--- src/rtl/color_centroid_calc.sv ---
// ---------------------------------------------------------------------------
// color_centroid_calc
//   Per-frame centroid of pixels flagged as the target colour. Hit pixels
//   are accumulated during active video. On each frame end (rising VtcVs)
//   the sums are snapshotted and divided by the hit count with a serial
//   restoring divider, then center_h/center_v are published.
//
// Optional feature macro: WEIGHTED_CENTROID_EN
//   defined   : each hit contributes its 4-bit 'weight' input
//   undefined : each hit contributes 1 ('weight' is ignored)
//
// Ports
//   PCLK          pixel clock
//   RST_N         asynchronous active-low reset
//   VtcHCnt       pixel x coordinate (12 bits)
//   VtcVCnt       pixel y coordinate (11 bits)
//   VtcVde        active-video qualifier
//   VtcVs         vertical sync, active high; rising edge ends a frame
//   pix_hit       pixel matches the target colour
//   weight        pixel weight (optional feature only)
//   center_h      registered centroid x
//   center_v      registered centroid y
//   center_valid  last completed frame reached MIN_PIXELS
//   pixel_count   count (or weight sum) of the last completed frame
//   overrun       sticky: frame end arrived while the divider was busy
// ---------------------------------------------------------------------------
module color_centroid_calc #(
    parameter int unsigned SUM_W        = 32,
    parameter int unsigned CNT_W        = 24,
    parameter int unsigned MIN_PIXELS   = 16,
    parameter int unsigned CENTER_H_RST = 160,
    parameter int unsigned CENTER_V_RST = 120
) (
    input  logic             PCLK,
    input  logic             RST_N,
    input  logic [11:0]      VtcHCnt,
    input  logic [10:0]      VtcVCnt,
    input  logic             VtcVde,
    input  logic             VtcVs,
    input  logic             pix_hit,
    input  logic [3:0]       weight,
    output logic [11:0]      center_h,
    output logic [10:0]      center_v,
    output logic             center_valid,
    output logic [CNT_W-1:0] pixel_count,
    output logic             overrun
);

    typedef enum logic [2:0] {
        ST_ACCUM,
        ST_CHECK,
        ST_DIV_X,
        ST_DIV_Y,
        ST_UPDATE
    } state_t;

    localparam int unsigned     BIT_W    = $clog2(SUM_W);
    localparam logic [BIT_W-1:0] LAST_BIT = BIT_W'(SUM_W - 1);
    localparam logic [CNT_W-1:0] MIN_CNT  = CNT_W'(MIN_PIXELS);

    state_t           state_q;
    logic             vs_q;
    logic [SUM_W-1:0] sum_x_q, sum_x_d;
    logic [SUM_W-1:0] sum_y_q, sum_y_d;
    logic [CNT_W-1:0] cnt_q, cnt_d;
    logic [SUM_W-1:0] snap_x_q, snap_y_q;
    logic [CNT_W-1:0] snap_cnt_q;
    logic [SUM_W-1:0] div_rem_q, div_rem_d;
    logic [SUM_W-1:0] div_quo_q, div_quo_d;
    logic [BIT_W-1:0] bit_cnt_q;
    logic [11:0]      quo_x_q;
    logic [11:0]      center_h_q;
    logic [10:0]      center_v_q;
    logic             center_valid_q;
    logic [CNT_W-1:0] pixel_count_q;
    logic             overrun_q;

    logic [3:0]       w;
    logic             frame_end;
    logic [SUM_W:0]   div_shift;
    logic [SUM_W:0]   div_trial;

`ifdef WEIGHTED_CENTROID_EN
    always_comb w = weight;
`else
    logic weight_unused;
    always_comb w = 4'd1;
    always_comb weight_unused = ^weight;
`endif

    always_comb frame_end = VtcVs & ~vs_q;

    // Live accumulators; a hit on the frame-end cycle is dropped.
    always_comb begin
        sum_x_d = sum_x_q;
        sum_y_d = sum_y_q;
        cnt_d   = cnt_q;
        if (frame_end) begin
            sum_x_d = '0;
            sum_y_d = '0;
            cnt_d   = '0;
        end else if (VtcVde && pix_hit) begin
            sum_x_d = sum_x_q + SUM_W'(VtcHCnt) * SUM_W'(w);
            sum_y_d = sum_y_q + SUM_W'(VtcVCnt) * SUM_W'(w);
            cnt_d   = cnt_q + CNT_W'(w);
        end
    end

    // One restoring-division step. The remainder stays below the divisor,
    // so bit SUM_W of the trial difference is a reliable borrow flag.
    always_comb begin
        div_shift = {div_rem_q, div_quo_q[SUM_W-1]};
        div_trial = div_shift - {{(SUM_W + 1 - CNT_W){1'b0}}, snap_cnt_q};
        if (!div_trial[SUM_W]) begin
            div_rem_d = div_trial[SUM_W-1:0];
            div_quo_d = {div_quo_q[SUM_W-2:0], 1'b1};
        end else begin
            div_rem_d = div_shift[SUM_W-1:0];
            div_quo_d = {div_quo_q[SUM_W-2:0], 1'b0};
        end
    end

    always_ff @(posedge PCLK or negedge RST_N) begin
        if (!RST_N) begin
            state_q        <= ST_ACCUM;
            vs_q           <= 1'b0;
            sum_x_q        <= '0;
            sum_y_q        <= '0;
            cnt_q          <= '0;
            snap_x_q       <= '0;
            snap_y_q       <= '0;
            snap_cnt_q     <= '0;
            div_rem_q      <= '0;
            div_quo_q      <= '0;
            bit_cnt_q      <= '0;
            quo_x_q        <= '0;
            center_h_q     <= 12'(CENTER_H_RST);
            center_v_q     <= 11'(CENTER_V_RST);
            center_valid_q <= 1'b0;
            pixel_count_q  <= '0;
            overrun_q      <= 1'b0;
        end else begin
            vs_q    <= VtcVs;
            sum_x_q <= sum_x_d;
            sum_y_q <= sum_y_d;
            cnt_q   <= cnt_d;
            // Frame end while busy: data already discarded by the clear above.
            if (frame_end && state_q != ST_ACCUM) begin
                overrun_q <= 1'b1;
            end
            case (state_q)
                ST_ACCUM: begin
                    if (frame_end) begin
                        snap_x_q   <= sum_x_q;
                        snap_y_q   <= sum_y_q;
                        snap_cnt_q <= cnt_q;
                        state_q    <= ST_CHECK;
                    end
                end
                ST_CHECK: begin
                    if (snap_cnt_q < MIN_CNT) begin
                        center_valid_q <= 1'b0;
                        pixel_count_q  <= snap_cnt_q;
                        state_q        <= ST_ACCUM;
                    end else begin
                        div_rem_q <= '0;
                        div_quo_q <= snap_x_q;
                        bit_cnt_q <= '0;
                        state_q   <= ST_DIV_X;
                    end
                end
                ST_DIV_X: begin
                    div_rem_q <= div_rem_d;
                    div_quo_q <= div_quo_d;
                    bit_cnt_q <= bit_cnt_q + 1'b1;
                    if (bit_cnt_q == LAST_BIT) begin
                        quo_x_q   <= div_quo_d[11:0];
                        div_rem_q <= '0;
                        div_quo_q <= snap_y_q;
                        bit_cnt_q <= '0;
                        state_q   <= ST_DIV_Y;
                    end
                end
                ST_DIV_Y: begin
                    div_rem_q <= div_rem_d;
                    div_quo_q <= div_quo_d;
                    bit_cnt_q <= bit_cnt_q + 1'b1;
                    if (bit_cnt_q == LAST_BIT) begin
                        state_q <= ST_UPDATE;
                    end
                end
                ST_UPDATE: begin
                    center_h_q     <= quo_x_q;
                    center_v_q     <= div_quo_q[10:0];
                    center_valid_q <= 1'b1;
                    pixel_count_q  <= snap_cnt_q;
                    state_q        <= ST_ACCUM;
                end
                default: state_q <= ST_ACCUM;
            endcase
        end
    end

    always_comb begin
        center_h     = center_h_q;
        center_v     = center_v_q;
        center_valid = center_valid_q;
        pixel_count  = pixel_count_q;
        overrun      = overrun_q;
    end

endmodule

--- config.mk ---
export PLATFORM = sky130hd
export DESIGN_NAME = color_centroid_calc
export DESIGN_NICKNAME = d
export VERILOG_FILES = /design/src/rtl/color_centroid_calc.sv
export SDC_FILE = /design/constraint.sdc
export NUM_CORES = 1
export LEC_CHECK = 0
export CAP_MARGIN = 40
export CORE_AREA = 2 2 197 150
export DETAILED_ROUTE_END_ITERATION = 8
export DIE_AREA = 0 0 199 152
export GPL_TIMING_DRIVEN = 0
export HOLD_SLACK_MARGIN = 0.06
export PLACE_DENSITY = 0.76
export SYNTH_ARGS = -nofsm -noshare
export SYNTH_HDL_FRONTEND = slang
export SYNTH_SLANG_ARGS = --single-unit
--- constraint.sdc ---
create_clock -name PCLK -period 3.8 [get_ports PCLK]
set_input_delay 0.57 -clock PCLK [delete_from_list [all_inputs] [get_ports PCLK]]
set_output_delay 0.57 -clock PCLK [all_outputs]
set_load 0.01 [all_outputs]
==> impl_metrics.env <==
export IMPL_outcome="completed"
export IMPL_nNetsFinal=1798
export IMPL_synthCells=1602
export IMPL_drt_iter0_markers=995
export IMPL_ff2ff_path_depth=12
export IMPL_synth_warnings=0
export IMPL_fin_cells=2130
export IMPL_grt_pass1_wl_um=63400
export IMPL_arrival_ns=3.90
export IMPL_cts_sinks=310
export IMPL_drive_gt1_share_pct=11.1
export IMPL_holdPathStages=2
export IMPL_p_leak_nw=7.99
export IMPL_clkSlewWorstSetupHoldPaths_ns=0.06
export IMPL_relSlewSlack_pct=38.9
export IMPL_p_sw_mw=4.25
export IMPL_io_buffers=76
export IMPL_yosys_top_cells_area="dfrtp_1 (49%), mux2_2 (8.5%), nand2_1 (6.1%)"
export IMPL_grt_pass1_vias=12061
export IMPL_power_density_nw_per_um2=632
export IMPL_syn_avg_cell_area_sq_um=9.79
export IMPL_synthArstFlopShare_pct=100
export IMPL_pin_count=81
export IMPL_clock_fmax_mhz=288
export IMPL_maxCapViolCount=0
export IMPL_hpwl_um=28300
export IMPL_worstSkewPairLatency_ns=0.57
export IMPL_post_drt_wl_per_cell_um=18.2
export IMPL_antenna_left=0
export IMPL_root_buffer="clkbuf_16"
export IMPL_area_delta_synth_final_pct=14.8
export IMPL_drc=0
export IMPL_cts_tree="yes"
export IMPL_p_int_mw=7.12
export IMPL_critPathMaxStageDelay_ns=0.47
export IMPL_critPathTopFamily="compound AO/OA/AOI/OAI gates"
export IMPL_dieArea_sq_um=30200
export IMPL_place_gp_congestion=0.882
export IMPL_r2r_slack_ns=0.32
export IMPL_final_hold_violation_count=0
export IMPL_vias_per_cell=5.83
export IMPL_critPathMaxFanout=10
export IMPL_post_cts_buffers=0
export IMPL_slew_viol_final=0
export IMPL_syn_area_sq_um=15700
export IMPL_finalWirelength_um=38800
export IMPL_combPwrFrac_pct=37.0
export IMPL_tightest_slew_ns=0.909
export IMPL_dieHeight_um=152
export IMPL_drtPass1Iterations=6
export IMPL_dp_cells=2072
export IMPL_fin_ws_ns=0.324
export IMPL_fin_skew_ns=0.0161
export IMPL_worstSetupEndpointType="flip-flop"
export IMPL_worst_path_max_delay_cell="dfrtp_1"
export IMPL_grt_max_degree=123
export IMPL_grtUsageTotal_pct=26.2
export IMPL_hold_class="reg2reg"
export IMPL_period_share_pct=91.5
export IMPL_path_buf_inv=1
export IMPL_yosysSeqAreaShare_pct=49.5
export IMPL_pre_cts_ws_ns=-0.0508
export IMPL_ir_drop_uv=385
export IMPL_overflow=0
export IMPL_ys_ff_latch=310
export IMPL_synth_top_cell_area_share_pct=48.5
export IMPL_period_minus_slack_ns=3.48
export IMPL_grt_antenna_before_repair=1
export IMPL_yosys_area_top_type="dfrtp_1"
export IMPL_core_region_area_sq_um=28600
export IMPL_clk_path_buf_depth=3
export IMPL_fillers=2334
export IMPL_clkPwrFrac_pct=26.2
export IMPL_initial_core_util_pct=54.9
export IMPL_hold_end="pixel_count[8]"
export IMPL_synth_cell_types=61
export IMPL_worstHoldStart="pixel_count[8]"
export IMPL_synth_nets=1687
export IMPL_synth_edf_count=0
export IMPL_timing_worst_setup_path_type="reg2reg"
export IMPL_setup_viol=0
export IMPL_cp_required_ns=4.22
export IMPL_htree_levels=1
export IMPL_cts_made_buffers=30
export IMPL_swShare_pct=37.4
export IMPL_via_count=12423
export IMPL_synth_top_flop_cell="dfrtp_1"
export IMPL_die_w_um=199
export IMPL_r2r_end="div_rem_q[17]"
export IMPL_rsz0062_at_grt="false"
export IMPL_rows=54
export IMPL_final_cell_area_sq_um=18000
export IMPL_crit_reg2reg_launch="snap_cnt_q[0]"
export IMPL_path_cells="ha_1 -> fa_1 -> nand2b_1 -> a21oi_1 -> o21ba_2 -> o2111ai_1 -> nand3_1 -> nor2_4 -> xnor2_4 -> clkbuf_4 -> mux2i_1 -> o21ai_0"
export IMPL_dpl_cell_area_sq_um=17000
export IMPL_startpoint_type="flip-flop"
export IMPL_pwr_share_seq_pct=36.8
[kinds of logic after synthesis]
group / after synthesis / synth area share [%]
adder cells (fa/ha/maj): 53 / 4.37
multiplexers: 138 / 9.76
AO/OA/AOI/OAI: 340 / 12.4
buffers and inverters: 123 / 2.99
XOR/XNOR: 94 / 5.35
AND/OR/NAND/NOR: 544 / 15.6
flip-flops: 310 / 49.5
[timing repair]
item	CTS	global route
hold buffers	1	0
resized for setup	0	2
endpoints found under the setup margin	0	16
endpoints found under the hold margin	4	0
[sequential cells by signal, summed over array words and instances, names as in the netlist, 24 cells and up]
register     count
cnt_q           24
div_quo_q       32
div_rem_q       32
pixel_count     24
snap_cnt_q      24
snap_x_q        32
snap_y_q        32
sum_x_q         32
sum_y_q         32
[through the flow]
step	util, %	power [mW]	setup TNS [ns]	hold WS [ns]
CTS	62.9	11.3	0	0.485
detailed placement	59.5	8.32	-0.0820	0.470
global placement	59.2	8.19	-3413.09	0.462
finish	63.0	11.4	0	0.478
floorplan	-	7.17	0	0.274
global route	63.0	12.1	0	0.510
[Yosys cell counts, types with 6 or more instances]
| library cell | number |
|---|---|
| dfrtp_1 | 304 |
| nand2_1 | 254 |
| a21oi_1 | 140 |
| o21ai_0 | 120 |
| mux2_2 | 119 |
| nor2_1 | 116 |
| clkbuf_1 | 69 |
| ha_1 | 50 |
| xnor2_1 | 50 |
| inv_1 | 44 |
| nand3_1 | 43 |
| xor2_1 | 42 |
| nor3_1 | 23 |
| mux2i_1 | 19 |
| or3_1 | 14 |
| and3_1 | 13 |
| and2_1 | 12 |
| nand2b_1 | 11 |
| nand4_1 | 11 |
| nor4_1 | 11 |
| a21o_1 | 10 |
| o31ai_1 | 10 |
| nor2b_1 | 9 |
| o21bai_1 | 9 |
| a32oi_1 | 8 |
| nor3b_1 | 7 |
| buf_1 | 6 |
| dfstp_2 | 6 |
| o211ai_1 | 6 |
| o21a_1 | 6 |
[power by group through the flow]
| stage | combinational (mW) | sequential [mW] | clock (mW) |
|---|---|---|---|
| 6_report | 4.21 | 4.18 | 2.98 |
| 5_1_grt | 4.70 | 4.24 | 3.15 |
| 4_1_cts | 4.13 | 4.17 | 3.02 |
| 3_5_place_dp | 4.10 | 4.22 | 0 |
| 3_3_place_gp | 3.98 | 4.21 | 0 |
| 2_1_floorplan | 3.08 | 4.09 | 0 |
[layout by cell type (no fill, tap or decap), types with 23 or more instances in the layout]
master,instances
clkbuf_1,78
o21ai_0,120
clkbuf_16,31
inv_1,44
xor2_1,42
dfrtp_1,304
mux2_2,119
xnor2_1,50
nand3_1,43
ha_1,50
nand2_1,254
a21oi_1,140
clkdlybuf4s50_1,75
nor3_1,23
nor2_1,116
[area by class of cell]
class / instances / area, sq um / share of cell area, %
Inverter: 44 / 165 / 0.917
Sequential cell: 310 / 7760 / 43.1
Buffer: 79 / 307 / 1.70
Multi-Input combinational cell: 1169 / 7460 / 41.4
Timing Repair Buffer: 79 / 831 / 4.61
Clock inverter: 10 / 91.3 / 0.507
Clock buffer: 46 / 892 / 4.96
Antenna cell: 1 / 2.50 / 0.0139
Tap cell: 392 / 490 / 2.72
[worst register-to-register path, stage by stage, from the launching register on]
cell	delay (ns)
dfrtp_1	0.47
ha_1	0.27
fa_1	0.41
nand2b_1	0.18
a21oi_1	0.25
o21ba_2	0.27
o2111ai_1	0.15
nand3_1	0.21
nor2_4	0.09
xnor2_4	0.39
clkbuf_4	0.35
mux2i_1	0.20
o21ai_0	0.09
[how the worst max path moves through the flow]
stage	cells past startpoint	endpoint	slack, ns	startpoint
3_5_place_dp	11	sum_x_q[29]	-0.05	VtcHCnt[1]
4_1_cts	12	div_rem_q[17]	0.07	snap_cnt_q[0]
5_1_grt	12	div_rem_q[17]	0.04	snap_cnt_q[0]
6_report	12	div_rem_q[17]	0.32	snap_cnt_q[0]
2_1_floorplan	12	div_rem_q[10]	0.88	snap_cnt_q[0]
3_3_place_gp	1	sum_y_q[19]	-11.12	RST_N
[routing by layer]
metal  routed length (um)  GRT usage, %  vias to the layer above
met1                18800          41.2                     6156
met5                    0             0                        -
met3                 2710          5.13                       57
met2                16600          37.5                      413
met4                  706          5.58                        0
li1                     -             -                     5797
Power figures use the tool's default switching activity.
